### config.mk
export PLATFORM = sky130hd
export DESIGN_NAME = core_requester
export DESIGN_NICKNAME = d
export VERILOG_FILES = /design/src/rtl/core_requester.sv
export SDC_FILE = /design/constraint.sdc
export NUM_CORES = 1
export LEC_CHECK = 0
export BUFFER_PORTS_ARGS = -buffer_cell sky130_fd_sc_hd__buf_2
export CAP_MARGIN = 10
export CELL_PAD_IN_SITES_DETAIL_PLACEMENT = 1
export CELL_PAD_IN_SITES_GLOBAL_PLACEMENT = 2
export CORE_ASPECT_RATIO = 0.75
export CORE_MARGIN = 2
export CORE_UTILIZATION = 29
export DETAILED_ROUTE_END_ITERATION = 6
export PLACE_DENSITY = 0.76
export SKIP_CTS_REPAIR_TIMING = 1
export SYNTH_ARGS = -nofsm -noshare
export SYNTH_HDL_FRONTEND = slang
export SYNTH_SLANG_ARGS = --single-unit
### constraint.sdc
create_clock -name clk -period 2.4 [get_ports clk]
set_input_delay 0.36 -clock clk [delete_from_list [all_inputs] [get_ports clk]]
set_output_delay 0.36 -clock clk [all_outputs]
set_load 0.005 [all_outputs]
### src/rtl/core_requester.sv
// Handshake front-end for a multi-cycle arithmetic core: captures an operand pair,
// pulses start, waits for done or a cycle timeout, then hands the result off.
module core_requester #(
    parameter int unsigned WIDTH   = 16,
    parameter int unsigned TIMEOUT = 1023
) (
    input  logic             clk,
    input  logic             rst,
    input  logic             in_valid_i,
    output logic             in_ready_o,
    input  logic [WIDTH-1:0] Zahl1_i,
    input  logic [WIDTH-1:0] Zahl2_i,
    output logic             start_o,
    output logic [WIDTH-1:0] Zahl1_o,
    output logic [WIDTH-1:0] Zahl2_o,
    input  logic [WIDTH-1:0] ergebnis_i,
    input  logic             done_i,
    output logic             out_valid_o,
    input  logic             out_ready_i,
    output logic [WIDTH-1:0] ergebnis_o,
    output logic             timeout_o,
    output logic [15:0]      jobs_o
);

    localparam logic [1:0] S_IDLE  = 2'd0;
    localparam logic [1:0] S_START = 2'd1;
    localparam logic [1:0] S_WAIT  = 2'd2;
    localparam logic [1:0] S_HOLD  = 2'd3;

    localparam int unsigned CNT_W = 16;
    // Counter value of the last WAIT cycle; done in that cycle still wins.
    localparam logic [CNT_W-1:0] CNT_LAST = CNT_W'(TIMEOUT - 1);

    logic [1:0]       state_q, state_d;
    logic [CNT_W-1:0] cnt_q, cnt_d;
    logic [WIDTH-1:0] zahl1_q, zahl1_d;
    logic [WIDTH-1:0] zahl2_q, zahl2_d;
    logic [WIDTH-1:0] erg_q, erg_d;
    logic             timeout_q, timeout_d;
    logic             start_q, start_d;
    logic             out_valid_q, out_valid_d;
    logic             in_ready_q, in_ready_d;
    logic [15:0]      jobs_q, jobs_d;

    always_ff @(posedge clk or posedge rst) begin
        if (rst) begin
            state_q     <= S_IDLE;
            cnt_q       <= '0;
            zahl1_q     <= '0;
            zahl2_q     <= '0;
            erg_q       <= '0;
            timeout_q   <= 1'b0;
            start_q     <= 1'b0;
            out_valid_q <= 1'b0;
            in_ready_q  <= 1'b1;
            jobs_q      <= '0;
        end else begin
            state_q     <= state_d;
            cnt_q       <= cnt_d;
            zahl1_q     <= zahl1_d;
            zahl2_q     <= zahl2_d;
            erg_q       <= erg_d;
            timeout_q   <= timeout_d;
            start_q     <= start_d;
            out_valid_q <= out_valid_d;
            in_ready_q  <= in_ready_d;
            jobs_q      <= jobs_d;
        end
    end

    always_comb begin
        state_d     = state_q;
        cnt_d       = cnt_q;
        zahl1_d     = zahl1_q;
        zahl2_d     = zahl2_q;
        erg_d       = erg_q;
        timeout_d   = timeout_q;
        jobs_d      = jobs_q;
        start_d     = 1'b0;
        out_valid_d = 1'b0;
        in_ready_d  = 1'b0;

        case (state_q)
            S_IDLE: begin
                if (in_valid_i) begin
                    zahl1_d = Zahl1_i;
                    zahl2_d = Zahl2_i;
                    state_d = S_START;
                end
            end
            S_START: begin
                cnt_d   = '0;
                state_d = S_WAIT;
            end
            S_WAIT: begin
                if (done_i) begin
                    erg_d     = ergebnis_i;
                    timeout_d = 1'b0;
                    state_d   = S_HOLD;
                end else if (cnt_q == CNT_LAST) begin
                    erg_d     = '0;
                    timeout_d = 1'b1;
                    state_d   = S_HOLD;
                end else begin
                    cnt_d = cnt_q + CNT_W'(1);
                end
            end
            S_HOLD: begin
                if (out_ready_i) begin
                    jobs_d  = jobs_q + 16'd1;
                    state_d = S_IDLE;
                end
            end
            default: state_d = S_IDLE;
        endcase

        // Status outputs are registered decodes of the next state.
        start_d     = (state_d == S_START);
        out_valid_d = (state_d == S_HOLD);
        in_ready_d  = (state_d == S_IDLE);
    end

    assign in_ready_o  = in_ready_q;
    assign start_o     = start_q;
    assign Zahl1_o     = zahl1_q;
    assign Zahl2_o     = zahl2_q;
    assign out_valid_o = out_valid_q;
    assign ergebnis_o  = erg_q;
    assign timeout_o   = timeout_q;
    assign jobs_o      = jobs_q;

endmodule
==> results.md <==
- Placed cell areas: 4520 um2
- Final min period: 2.09 ns
- CP Cell Sequence: nand2b_1 -> nor2_1 -> a22o_1
- RePlAce Congestion: 0.743
- Max_cap viols: 0
- Warnings from Yosys: 0
- Worst endpoint data arrival time: 2.37 ns
- RSZ-0062 raised after global routing: no
- First-pass GRT wire length: 15.5 mm
- Share of layout cells above drive strength 1: 45.8%
- Design Area, Final: 4820 um2
- Status: complete, no violations
- Initial core utilization: 29.9%
- Critical path endpoint category: flip-flop
- Setup Skew: 0.00639 ns
- FFs w/ async S/R, synth: 100%
- Synth-to-Final Area Change: 30.0%
- Final Slew Violations: 0
- Crit path setup slack, layout: 0.310 ns
- Reg power frac: 43.9%
- Sw frac: 32.3%
- DR vias/cell: 4.80
- Fill count: 1362
- Ys flop type: dfrtp_1
- GRT Overall Usage: 14.7%
- Final ANT Viol Nets: 0
- Max frequency: 0.479 GHz
- DRT iter0 DRCs: 64
- EDFF count, synth: 0
- Final setup violating endpoints: 0
- Setup CP Type: reg2reg
- Cell taking the most area after synthesis: dfrtp_1
- Post-Syn Area: 3700 um2
- Post-Syn Area per Cell: 12.7 um2
- CTS Buf Count: 9
- Pwr dens: 1100 nW/um2
- Crit path launch type: flip-flop
- Most frequent cell after synthesis: dfrtp_1
- Grt total ovfl: 0
- Die area: 13700 um2
- Clock Pin Slew Worst Setup and Hold Paths: 0.06 ns
- Initial antenna violation count: 0
- Maximum vdd ir drop: 0.000438 V
- Routed WL: 9.37 mm
- Post-synth top cells: 85 x dfrtp_1, 32 x mux2_2, 18 x nand2_1, 17 x nor2_1, 12 x xnor2_1
- Mapped Cells: 292
- Core area: 12400 um2
- Routed length per placed instance: 15.9 um
- Logic pwr share: 30.3%
- Row cnt: 35
- Fin crit share: 87.1%
- H-tree levels: 3
- Final hold vios: 0
- Sink Count: 86
- Largest net degree at the start of global routing: 52
- Vias in the first global route: 3038
- Worst-Skew Late Latency: 0.35 ns
- Final Util: 38.9%
- Leakage power: 2.32 nW
- Longest Clk Path Bufs: 2
- Yosys top cell area share: 57.4%
- CP required: 2.68 ns
- Power share of the clock group: 25.8%
- Ant. Diodes: 0
- Final nets: 475
- Die H: 102 um
- Clock root buffer: clkbuf_16
- Initial DRT Pass Iterations: 4
- Leading post-synthesis cells by cell area: dfrtp_1 57%, mux2_2 9.7%, xnor2_1 2.8%
- Die width: 135 um
- Ports: 121
- Worst-Margin Slew: 1.08 ns
- Buffers added on ports: 120
- Net Sw Power: 0.00171 W
- Seq cells post-synth: 86
- Vias: 2834
- Pre-CTS setup slack: 0.328 ns
- Netlist cell types: 52
- Post-Syn Nets: 348
- Detailed placement HPWL: 6.94 mm
- CTS tree: done
- Fin Setup TNS: 0 ns
- CP max stage delay: 0.84 ns
- Slowest stage cell, crit path: nor2_1
- Rel. slew slack: 27.6%
- Sequential share of the synthesized area: 58.1%
- Pint: 0.00359 W
- # DRC: 0
- Worst min path class: in2async
- Crit path max fanout: 21
## flip-flops by register name, indices dropped and copies added, names as in the netlist
register,cells
Zahl1_o,16
Zahl2_o,16
ergebnis_o,16
out_valid_o,1
state_q,2
cnt_q,16
start_o,1
in_ready_o,1
timeout_o,1
jobs_o,16
## power groups by stage
stage	combinational (W)	sequential [W]	clock [W]
after detailed placement	0.00165	0.00234	0
after global placement	0.00160	0.00232	0
after floorplan	0.000886	0.00231	0
after global routing	0.00180	0.00241	0.00148
final	0.00161	0.00233	0.00137
after CTS	0.00165	0.00233	0.00142
## critical path, delay by kind of cell, from the launching register on
kind             cells  cell delay (ns)
AND/OR/NAND/NOR      2             0.99
AO/OA/AOI/OAI        1             0.29
flip-flops           1             0.73
## path summary, 6_finish.rpt
kind / start / end / slack, ns / cells after the start
setup / recovery: state_q[1]$_DFF_PP0_ / ergebnis_o[2]$_DFFE_PP0P_ / 0.31 / 3
hold / removal: rst / cnt_q[6]$_DFFE_PP0P_ / 0.14 / 3
setup reg to reg: state_q[1]$_DFF_PP0_ / ergebnis_o[2]$_DFFE_PP0P_ / 0.31 / 3
hold reg to reg: jobs_o[15]$_DFFE_PP0P_ / jobs_o[15]$_DFFE_PP0P_ / 0.47 / 1
max in group asynchronous: rst / cnt_q[0]$_DFFE_PP0P_ / 1.75 / 3
min in group clk: in_valid_i / in_ready_o$_DFF_PP1_ / 0.21 / 2
## layout by cell type, fill, tap and decap left out, types with 6 or more instances in the layout
cell type,count
a22o_1,10
a22o_2,6
buf_2,120
buf_4,6
clkbuf_16,9
dfrtp_1,85
mux2_2,32
nand2_1,18
nand3_1,11
nand4_1,9
nor2_1,17
xnor2_1,12
## cell type report
type,count,area (um2),share of cell area [%]
inverter,5,22.5,0.468
timing repair buffer,127,666,13.8
multi-input combinational,190,1480,30.6
clock inverter,6,53.8,1.12
tap,166,208,4.31
sequential,86,2150,44.7
clock buffer,10,239,4.96
## per-layer routing
layer / part of all wire, % / track usage (%) / wire [um]
met1: 45 / 18.2 / 4240
met5: 0 / 0 / 0
met4: 1.1 / 4.70 / 106
met2: 46 / 22.8 / 4320
met3: 7.6 / 6.89 / 708
## cell families (layout without fill, tap and decap cells)
| kind of cell | count (synthesis) | after routing | share of synthesized area (%) |
|---|---|---|---|
| AND/OR/NAND/NOR | 95 | 95 | 15.0 |
| flip-flops | 86 | 86 | 58.1 |
| AO/OA/AOI/OAI | 40 | 40 | 9.15 |
| multiplexers | 37 | 37 | 11.1 |
| buffers and inverters | 16 | 148 | 2.06 |
| XOR/XNOR | 15 | 15 | 3.55 |
| adder cells (fa/ha/maj) | 3 | 3 | 1.01 |
## metrics by stage
stage	hold slack (ns)	instances	power [W]
final	0.140	590	0.00530
after global routing	0.188	590	0.00569
after CTS	0.152	590	0.00540
after detailed placement	0.467	574	0.00399
after global placement	0.464	574	0.00393
after floorplan	0.412	292	0.00320
Power figures use the tool's default switching activity.
